==> src/rtl/ysyx_22040127_mem_stage_pkg.sv <==
`default_nettype none
// ============================================================================
// Module   : ysyx_22040127_mem_stage_pkg
// Desc     : Bus widths, field offsets, size encodings and FSM states for MEM.
// Revision : 1.0 - initial release
// ============================================================================
package ysyx_22040127_mem_stage_pkg;

  localparam int EX_TO_MEM_WIDTH = 261;
  localparam int MEM_TO_WB_WIDTH = 192;
  localparam int PASS_WIDTH      = 128;

  // ex_to_mem_bus = {pass, alu_result, st_data, mem_re, mem_we, mem_size, mem_unsigned}
  localparam int E_MEM_UNSIGNED = 0;
  localparam int E_MEM_SIZE_LO  = 1;
  localparam int E_MEM_WE       = 3;
  localparam int E_MEM_RE       = 4;
  localparam int E_ST_DATA_LO   = 5;
  localparam int E_ALU_LO       = 69;
  localparam int E_PASS_LO      = 133;

  localparam int P_RD_LO   = 0;
  localparam int P_REG_WEN = 5;

  localparam logic [1:0] SIZE_B = 2'd0;
  localparam logic [1:0] SIZE_H = 2'd1;
  localparam logic [1:0] SIZE_W = 2'd2;
  localparam logic [1:0] SIZE_D = 2'd3;

  typedef enum logic [2:0] {
    ST_IDLE  = 3'd0,
    ST_REQ   = 3'd1,
    ST_WAIT  = 3'd2,
    ST_DONE  = 3'd3,
    ST_DRAIN = 3'd4
  } mem_state_e;

  function automatic logic [7:0] size_mask(input logic [1:0] size);
    case (size)
      SIZE_B:  return 8'h01;
      SIZE_H:  return 8'h03;
      SIZE_W:  return 8'h0F;
      default: return 8'hFF;
    endcase
  endfunction

endpackage
`default_nettype wire

==> src/rtl/ysyx_22040127_mem_align.sv <==
`default_nettype none
// ============================================================================
// Module   : ysyx_22040127_mem_align
// Desc     : Store strobe/data lane shifting and load extract/extend.
// Revision : 1.0 - initial release
// ============================================================================
module ysyx_22040127_mem_align
  import ysyx_22040127_mem_stage_pkg::*;
(
  input  logic [2:0]  addr_lo,
  input  logic [1:0]  size,
  input  logic        is_unsigned,
  input  logic [63:0] st_data,
  input  logic [63:0] rdata,
  output logic [7:0]  wstrb,
  output logic [63:0] wdata,
  output logic [63:0] ld_data
);

  logic [5:0]  w_shamt;
  logic [63:0] w_rshift;

  assign w_shamt  = {addr_lo, 3'b000};
  // Strobe bits pushed past lane 7 fall off the 8-bit result.
  assign wstrb    = size_mask(size) << addr_lo;
  assign wdata    = st_data << w_shamt;
  assign w_rshift = rdata >> w_shamt;

  always_comb begin
    ld_data = w_rshift;
    case (size)
      SIZE_B: ld_data = is_unsigned ? {56'd0, w_rshift[7:0]}
                                    : {{56{w_rshift[7]}}, w_rshift[7:0]};
      SIZE_H: ld_data = is_unsigned ? {48'd0, w_rshift[15:0]}
                                    : {{48{w_rshift[15]}}, w_rshift[15:0]};
      SIZE_W: ld_data = is_unsigned ? {32'd0, w_rshift[31:0]}
                                    : {{32{w_rshift[31]}}, w_rshift[31:0]};
      default: ld_data = w_rshift;
    endcase
  end

endmodule
`default_nettype wire

==> src/rtl/ysyx_22040127_mem_stage.sv <==
`default_nettype none
// ============================================================================
// Module   : ysyx_22040127_mem_stage
// Desc     : MEM pipeline stage: one data-memory request per load/store, WB handoff.
// Revision : 1.0 - initial release
// ============================================================================
module ysyx_22040127_mem_stage
  import ysyx_22040127_mem_stage_pkg::*;
(
  input  logic                       clk,
  input  logic                       rst_n,
  input  logic                       ex_to_mem_valid,
  input  logic [EX_TO_MEM_WIDTH-1:0] ex_to_mem_bus,
  output logic                       mem_allowin,
  output logic                       mem_to_wb_valid,
  output logic [MEM_TO_WB_WIDTH-1:0] mem_to_wb_bus,
  input  logic                       wb_allowin,
  input  logic                       flush,
  output logic                       mem_flush,
  output logic                       dmem_req_valid,
  input  logic                       dmem_req_ready,
  output logic                       dmem_req_we,
  output logic [63:0]                dmem_req_addr,
  output logic [63:0]                dmem_req_wdata,
  output logic [7:0]                 dmem_req_wstrb,
  input  logic                       dmem_resp_valid,
  input  logic [63:0]                dmem_resp_rdata,
  output logic                       mem_fwd_valid,
  output logic [4:0]                 mem_fwd_rd,
  output logic [63:0]                mem_fwd_data,
  output logic                       mem_fwd_block
);

  mem_state_e                 r_state;
  mem_state_e                 w_state_nxt;
  logic                       r_mem_valid;
  logic                       w_mem_valid_nxt;
  logic [EX_TO_MEM_WIDTH-1:0] r_bus;
  logic [63:0]                r_ld;

  logic [PASS_WIDTH-1:0] w_pass;
  logic [63:0]           w_alu;
  logic [63:0]           w_st_data;
  logic                  w_re;
  logic                  w_we;
  logic [1:0]            w_size;
  logic                  w_unsigned;
  logic [63:0]           w_ld_aligned;
  logic [63:0]           w_reg_wdata;
  logic                  w_ready_go;
  logic                  w_accept;
  logic                  w_in_mem_op;

  assign w_pass     = r_bus[E_PASS_LO +: PASS_WIDTH];
  assign w_alu      = r_bus[E_ALU_LO +: 64];
  assign w_st_data  = r_bus[E_ST_DATA_LO +: 64];
  assign w_re       = r_bus[E_MEM_RE];
  assign w_we       = r_bus[E_MEM_WE];
  assign w_size     = r_bus[E_MEM_SIZE_LO +: 2];
  assign w_unsigned = r_bus[E_MEM_UNSIGNED];

  // IDLE with a valid instruction only ever holds a non-memory op.
  assign w_ready_go      = (r_state == ST_IDLE) || (r_state == ST_DONE);
  assign mem_allowin     = (r_state != ST_DRAIN) && (!r_mem_valid || (w_ready_go && wb_allowin));
  assign w_accept        = ex_to_mem_valid && mem_allowin && !flush;
  assign w_in_mem_op     = ex_to_mem_bus[E_MEM_RE] | ex_to_mem_bus[E_MEM_WE];
  assign mem_to_wb_valid = r_mem_valid && w_ready_go && !flush;
  assign mem_flush       = flush;

  assign dmem_req_valid = (r_state == ST_REQ) && !flush;
  assign dmem_req_we    = w_we;
  assign dmem_req_addr  = w_alu;

  ysyx_22040127_mem_align u_align (
    .addr_lo     (w_alu[2:0]),
    .size        (w_size),
    .is_unsigned (w_unsigned),
    .st_data     (w_st_data),
    .rdata       (dmem_resp_rdata),
    .wstrb       (dmem_req_wstrb),
    .wdata       (dmem_req_wdata),
    .ld_data     (w_ld_aligned)
  );

  assign w_reg_wdata   = w_re ? r_ld : w_alu;
  assign mem_to_wb_bus = {w_pass, w_reg_wdata};

  assign mem_fwd_valid = r_mem_valid && w_pass[P_REG_WEN] && (w_pass[P_RD_LO +: 5] != 5'd0);
  assign mem_fwd_rd    = w_pass[P_RD_LO +: 5];
  assign mem_fwd_data  = w_reg_wdata;
  assign mem_fwd_block = r_mem_valid && w_re && (r_state != ST_DONE);

  always_comb begin
    w_mem_valid_nxt = r_mem_valid;
    if (flush) begin
      w_mem_valid_nxt = 1'b0;
    end else if (mem_allowin) begin
      w_mem_valid_nxt = w_accept;
    end
  end

  always_comb begin
    w_state_nxt = r_state;
    case (r_state)
      ST_IDLE: begin
        if (w_accept && w_in_mem_op) w_state_nxt = ST_REQ;
      end
      ST_REQ: begin
        if (flush)               w_state_nxt = ST_IDLE;
        else if (dmem_req_ready) w_state_nxt = ST_WAIT;
      end
      ST_WAIT: begin
        // A flush that coincides with the response has nothing left to drain.
        if (dmem_resp_valid) w_state_nxt = flush ? ST_IDLE : ST_DONE;
        else if (flush)      w_state_nxt = ST_DRAIN;
      end
      ST_DONE: begin
        if (flush)           w_state_nxt = ST_IDLE;
        else if (wb_allowin) w_state_nxt = (w_accept && w_in_mem_op) ? ST_REQ : ST_IDLE;
      end
      ST_DRAIN: begin
        if (dmem_resp_valid) w_state_nxt = ST_IDLE;
      end
      default: w_state_nxt = ST_IDLE;
    endcase
  end

  always_ff @(posedge clk or negedge rst_n) begin
    if (!rst_n) begin
      r_state     <= ST_IDLE;
      r_mem_valid <= 1'b0;
      r_bus       <= '0;
      r_ld        <= 64'd0;
    end else begin
      r_state     <= w_state_nxt;
      r_mem_valid <= w_mem_valid_nxt;
      if (w_accept) r_bus <= ex_to_mem_bus;
      if ((r_state == ST_WAIT) && dmem_resp_valid && !flush) r_ld <= w_ld_aligned;
    end
  end

endmodule
`default_nettype wire

==> config.mk <==
export PLATFORM = sky130hd
export DESIGN_NAME = ysyx_22040127_mem_stage
export DESIGN_NICKNAME = d
export VERILOG_FILES = /design/src/rtl/ysyx_22040127_mem_stage_pkg.sv /design/src/rtl/ysyx_22040127_mem_align.sv /design/src/rtl/ysyx_22040127_mem_stage.sv
export SDC_FILE = /design/constraint.sdc
export NUM_CORES = 1
export LEC_CHECK = 0
export CAP_MARGIN = 10
export CORE_AREA = 2 2 283 285
export DETAILED_ROUTE_END_ITERATION = 7
export DIE_AREA = 0 0 285 287
export PLACE_DENSITY_LB_ADDON = 0.15
export SLEW_MARGIN = 20
export SYNTH_ARGS = -nofsm -noshare
export SYNTH_HDL_FRONTEND = slang
export SYNTH_SLANG_ARGS = --single-unit
==> constraint.sdc <==
create_clock -name clk -period 1.75 [get_ports clk]
set_input_delay 0.175 -clock clk [delete_from_list [all_inputs] [get_ports clk]]
set_output_delay 0.175 -clock clk [all_outputs]
set_load 0.03 [all_outputs]
==> flow_metrics.env, run 1 <==
export IMPL_violations="negative setup slack"
export IMPL_final_layout_size_suffix_gt1_share_pct=49.62
export IMPL_synth_warnings=0
export IMPL_core_um2=78610
export IMPL_arrival_ns=2.20
export IMPL_top_layer_used="met5"
export IMPL_start_util_pct=25.32
export IMPL_relSlewSlack_pct=67.82
export IMPL_avgSynthCellArea_um2=11.82
export IMPL_rsz0062_at_grt="true"
export IMPL_die_w_um=285
export IMPL_fillCellCount=7278
export IMPL_ant_nets=0
export IMPL_regArea_um2=8250
export IMPL_crit_slowest_cell="dfrtp_4"
export IMPL_grt_overflow=0
export IMPL_port_buffers=735
export IMPL_grt_max_degree=60
export IMPL_post_route_drc_count=0
export IMPL_h_tree_depth=2
export IMPL_peakVddDrop_uv=832.6
export IMPL_synthTopCellsByCount="dfrtp_1, buf_4, mux2_4, mux2_2, mux2i_1"
export IMPL_synthesis_nets=2016
export IMPL_crit_top_cell="buf_12"
export IMPL_slew_viol_final=0
export IMPL_cp_num_buf_inv=4
export IMPL_crit_start="r_bus[70]"
export IMPL_m1WireLength_um=34140
export IMPL_min_path_type="primary input to asynchronous set/reset pin"
export IMPL_clock_sinks=329
export IMPL_synthMostInstantiatedCell="dfrtp_1"
export IMPL_fin_crit_sh_pct=135.7
export IMPL_grt_pass1_wl_um=114800
export IMPL_synth_seq_cells=329
export IMPL_dr_pass1_iters=5
export IMPL_synth_cells=1684
export IMPL_fin_nets=2775
export IMPL_fmax_mhz=421.1
export IMPL_max_stage_delay_ns=0.44
export IMPL_routed_wirelength_um=84890
export IMPL_synth_area_top_cells="dfrtp_1, mux2_4, buf_4"
export IMPL_dp_hpwl_um=61850
export IMPL_ys_flop_type="dfrtp_1"
export IMPL_root_buffer="clkbuf_16"
export IMPL_clk_pin_slew_worst_paths_ns=0.06
export IMPL_synth_area_um2=19910
export IMPL_p_leak_nw=14.31
export IMPL_clockBufferDepth=3
export IMPL_insertion_delay_ns=0.58
export IMPL_yosysTopAreaCell="dfrtp_1"
export IMPL_wl_per_cell_um=24.06
export IMPL_grt_pass1_vias=16690
export IMPL_path_cells="buf_12, buf_16, mux2i_4, nor2_1, a21oi_2, buf_4, nor2_4, buf_12"
export IMPL_ys_seq_area_share_pct=41.36
export IMPL_crit_fanout=8
export IMPL_finalCriticalPeriod_ns=2.375
export IMPL_fin_skew_ns=0.02523
export IMPL_place_ws_ns=-0.5111
export IMPL_rows=103
export IMPL_path_delay_family="buffers and inverters"
export IMPL_synth_top_area_share_pct=41.36
export IMPL_multi_input_area_um2=10650
export IMPL_setup_viol=709
export IMPL_crit_type="flip-flop to output port"
export IMPL_drtIter0Drc=703
export IMPL_grt_antenna_before_repair=12
export IMPL_tritoncts="built"
export IMPL_dr_wl_met2_um=42960
export IMPL_area_growth_pct=69.09
export IMPL_maxCapViolCount=0
export IMPL_grt_usage_pct=18.81
export IMPL_tightest_slew_ns=0.4817
export IMPL_outcome="finished with violations"
export IMPL_power_density_nw_per_um2=1525
export IMPL_cts_buffers=43
export IMPL_crit_required_ns=1.57
export IMPL_vias_per_cell=4.518
export IMPL_final_hold_viol_count=0
export IMPL_layout_setup_ws_ns=-0.6249
export IMPL_ys_async_sr_fraction_pct=100.0
export IMPL_cp_end_kind="output port"
export IMPL_r2r_start="r_bus[70]"
export IMPL_cp_start_kind="flip-flop"
export IMPL_die_h_um=287
export IMPL_vias=15940
export IMPL_fin_tns_setup_ns=-198.99
export IMPL_synth_edf_count=0
export IMPL_met3_length_um=5445
export IMPL_die_area_um2=81800
export IMPL_num_io_pins=736
export IMPL_place_gp_congestion=0.8692
export IMPL_ys_types=50
## state kept, by name (all words and copies together), names as in the netlist
| register | flops |
|---|---|
| r_bus | 261 |
| r_ld | 64 |
| r_state | 3 |
| r_mem_valid | 1 |
## power by group
part	switching, mW	internal [mW]	total, mW
Combinational	15.3	15.3	30.7
Clock	3.54	5.18	8.72
Sequential	2.21	9.75	12.0
## worst reg2reg max path, stage by stage, from the launching register on
cell       delay (ns)
dfrtp_4          0.50
buf_4            0.17
buf_6            0.14
buf_4            0.16
mux2i_2          0.19
nand2_1          0.11
nand4_1          0.15
o311a_4          0.31
clkbuf_16        0.23
a31oi_4          0.09
## per-layer routing
layer	vias up	global-route usage (%)
li1	7235	-
met1	8058	22.59
met2	510	33.01
met3	121	5.016
met4	14	5.288
met5	-	0
## cells by family after synthesis
family,synth area share [%]
muxes,31.48
buffers and inverters,14.53
DFF,41.36
and+or+nand+nor,5.952
AOI/OAI and AO/OA,6.637
xor gates and xnor gates,0.04401
## layout make-up
cell class              count  area share, %
inverters                   3        0.03345
repair buffers           1095          35.79
multi-input cells         971          31.63
flip-flops and latches    329          24.51
clock buffers              66          3.814
clock inverters             9         0.2788
diodes                      5        0.03717
well taps                1050          3.903
## placed cells by master, fill, tap and decap left out, types with 18 or more instances in the layout
cell type,netlist,routed
clkdlybuf4s50_1,0,524
dfrtp_1,329,323
mux2_4,179,239
buf_6,3,237
buf_4,280,214
mux2_2,171,111
mux2i_1,127,90
nor2_1,118,87
buf_12,20,68
clkbuf_16,0,66
nand2_1,70,57
a21oi_1,52,30
o21ai_2,0,24
mux2i_4,0,23
a31oi_1,49,22
o21ai_0,46,18
## repair_timing
| action | CTS | global route |
|---|---|---|
| pin swaps | 10 | 51 |
| setup endpoints to repair | 723 | 727 |
| buffers inserted | 26 | 63 |
| hold endpoints to repair | 329 | 0 |
| gates resized for setup | 851 | 293 |
| cloned | 6 | 26 |
| hold buffers | 1 | 0 |
## metrics by stage
step / utilization (%) / instances / hold WS (ns) / instance area [um^2] / power, mW
5_1_grt: 42.80 / 3523 / 0.1240 / 33650 / 53.59
3_5_place_dp: 36.43 / 3330 / 0.1121 / 28640 / 37.76
3_3_place_gp: 36.43 / 3330 / 0.1096 / 28640 / 37.67
6_report: 42.82 / 3528 / 0.1321 / 33660 / 51.34
4_1_cts: 39.62 / 3438 / 0.1019 / 31140 / 48.83
2_1_floorplan: - / 1684 / -0.1206 / 20780 / 28.46
## worst paths after layout
path	end	slack, ns	cells after the start
max	dmem_req_wdata[16]	-0.62	8
min	r_bus[80]	0.13	2
max reg2reg	r_ld[57]	-0.41	9
min reg2reg	r_bus[225]	0.50	1
max in group asynchronous	r_bus[213]	0.92	3
min in group clk	r_bus[107]	0.21	2
(Power assumes the default switching activity.)
==> run 2: changes to the inputs <==
--- a/config.mk
+++ b/config.mk
@@ -7,6 +7,7 @@
 export LEC_CHECK = 0
 export CAP_MARGIN = 10
 export CORE_AREA = 2 2 283 285
+export CTS_BUF_LIST = sky130_fd_sc_hd__clkbuf_16
 export DETAILED_ROUTE_END_ITERATION = 7
 export DIE_AREA = 0 0 285 287
 export PLACE_DENSITY_LB_ADDON = 0.15
==> flow_metrics.env, run 2 (same netlist as run 1, synthesis figures left out) <==
export IMPL_outcome="finished with violations"
export IMPL_violations="negative setup slack"
export IMPL_grt_antenna_before_repair=13
export IMPL_finalCriticalPeriod_ns=2.376
export IMPL_rsz0062_at_grt="true"
export IMPL_ant_nets=0
export IMPL_die_area_um2=81800
export IMPL_min_path_type="primary input to asynchronous set/reset pin"
export IMPL_drtIter0Drc=675
export IMPL_wl_per_cell_um=23.88
export IMPL_r2r_start="r_bus[70]"
export IMPL_cp_end_kind="output port"
export IMPL_grt_usage_pct=18.81
export IMPL_fillCellCount=7329
export IMPL_crit_type="flip-flop to output port"
export IMPL_grt_pass1_wl_um=114800
export IMPL_fin_nets=2765
export IMPL_fin_crit_sh_pct=135.8
export IMPL_crit_required_ns=1.57
export IMPL_dr_pass1_iters=5
export IMPL_layout_setup_ws_ns=-0.6259
export IMPL_p_clk_share_pct=16.2
export IMPL_port_buffers=735
export IMPL_top_register="r_bus"
export IMPL_die_h_um=287
export IMPL_reg2reg_slack_ns=-0.44
export IMPL_slew_viol_final=0
export IMPL_crit_fanout=6
export IMPL_peakVddDrop_uv=832.5
export IMPL_die_w_um=285
export IMPL_relSlewSlack_pct=69.92
export IMPL_area_growth_pct=66.87
export IMPL_tritoncts="built"
export IMPL_arrival_ns=2.20
export IMPL_cts_buffers=43
export IMPL_insertion_delay_ns=0.58
export IMPL_post_route_drc_count=0
export IMPL_final_common_cell="clkdlybuf4s50_1"
export IMPL_p_sw_mw=20.99
export IMPL_p_leak_nw=14.15
export IMPL_largest_register_ffs=261
export IMPL_routed_wirelength_um=83980
export IMPL_fin_area_um2=33220
export IMPL_intPower_mw=29.62
export IMPL_seq_power_share_pct=23.6
export IMPL_core_um2=78610
export IMPL_maxCapViolCount=0
export IMPL_dp_hpwl_um=61850
export IMPL_final_util_pct=42.26
export IMPL_clk_pin_slew_worst_paths_ns=0.06
export IMPL_pwr_share_comb_pct=60.2
export IMPL_fin_skew_ns=0.02356
export IMPL_h_tree_depth=2
export IMPL_clockBufferDepth=3
export IMPL_final_layout_size_suffix_gt1_share_pct=48.84
export IMPL_mostFrequentLayoutCells="clkdlybuf4s50_1, dfrtp_1, buf_6, mux2_4, buf_4"
export IMPL_clock_sinks=329
export IMPL_grt_pass1_vias=16680
export IMPL_vias_per_cell=4.512
export IMPL_rows=103
export IMPL_vias=15870
export IMPL_reg_largest_list="r_bus x261, r_ld x64, r_state x3"
export IMPL_tightest_slew_ns=0.4503
export IMPL_place_gp_congestion=0.8692
export IMPL_fmax_mhz=420.9
export IMPL_cp_start_kind="flip-flop"
export IMPL_final_hold_viol_count=0
export IMPL_root_buffer="clkbuf_16"
export IMPL_post_dp_cell_area_um2=28640
export IMPL_grt_overflow=0
export IMPL_worstRegToRegCells=10
export IMPL_num_io_pins=736
export IMPL_setup_viol=707
export IMPL_r2r_end="r_ld[8]"
export IMPL_grt_max_degree=60
export IMPL_power_density_nw_per_um2=1524
export IMPL_p_sw_share_pct=41.48
export IMPL_start_util_pct=25.32
-- run 2: cell types whose count changed in the layout (fill, tap and decap cells not counted), moves of 2 or more --
cell / change
clkbuf_1: -12
inv_1: +12
clkbuf_8: -10
clkinv_1: +10
mux2_2: +9
mux2_4: -9
clkbuf_16: -7
buf_16: -3
a31oi_1: +2
a31oi_2: -2
buf_6: -2
mux2i_4: -2
-- run 2: per-stage QoR --
step           setup WS [ns]  total power [mW]  setup TNS (ns)  hold slack (ns)  std cells
5_1_grt              -0.7005             52.86         -252.56           0.1334       3513
6_report             -0.6259             50.61         -193.03           0.1368       3517
3_5_place_dp         -0.5111             37.76         -154.26           0.1121       3330
3_3_place_gp         -0.4856             37.67         -147.64           0.1096       3330
4_1_cts              -0.6778             48.31         -209.23           0.1019       3438
2_1_floorplan        -0.2843             28.46          -67.63          -0.1206       1684
-- run 2: metal layers --
metal	wire, um	vias to the layer above	global-route usage, %
li1	-	7205	-
met1	33730	8020	22.61
met2	42310	508	33.00
met5	91	-	0
met4	2336	14	5.288
met3	5511	123	5.016
-- run 2: worst max path at each step --
stage	slack (ns)	from	cells past startpoint	end
2_1_floorplan	-0.28	r_state[1]	9	r_bus[100]
6_report	-0.63	r_bus[71]	6	dmem_req_wstrb[1]
3_5_place_dp	-0.51	wb_allowin	7	r_bus[14]
3_3_place_gp	-0.49	wb_allowin	7	r_bus[22]
5_1_grt	-0.70	r_bus[70]	8	dmem_req_wdata[18]
4_1_cts	-0.68	r_bus[70]	8	dmem_req_wdata[55]
-- run 2: layout make-up --
| cell class | instances | area [um^2] | share of cell area (%) |
|---|---|---|---|
| antenna | 4 | 10.01 | 0.03013 |
| timing repair buffer | 1085 | 11800 | 35.51 |
| tap | 1050 | 1314 | 3.955 |
| sequential | 329 | 8250 | 24.84 |
| multi-input combinational | 971 | 10560 | 31.79 |
| inverter | 3 | 11.26 | 0.03390 |
| clock buffer | 44 | 1101 | 3.315 |
| clock inverter | 31 | 176.4 | 0.5311 |
-- run 2: what timing repair did --
action	CTS	global route
gates cloned	6	19
buffers inserted	26	60
hold buffers	1	0
endpoints found under the setup margin	723	727
gates resized for setup	851	269
pin swaps	10	51
endpoints found under the hold margin	329	0
-- run 2: power groups by stage --
stage | clock [mW] | sequential (mW) | combinational [mW]
final | 8.20 | 11.9 | 30.5
after global routing | 8.85 | 12.2 | 31.8
after CTS | 8.57 | 12.0 | 27.8
after detailed placement | 0 | 12.1 | 25.6
after global placement | 0 | 12.1 | 25.6
after floorplan | 0 | 10.8 | 17.6
-- run 2: critical path: stages, from the launching register on --
cell,delay (ns)
dfrtp_4,0.49
buf_12,0.15
buf_4,0.15
or2_4,0.28
bufbuf_16,0.29
nor2_4,0.12
buf_12,0.14
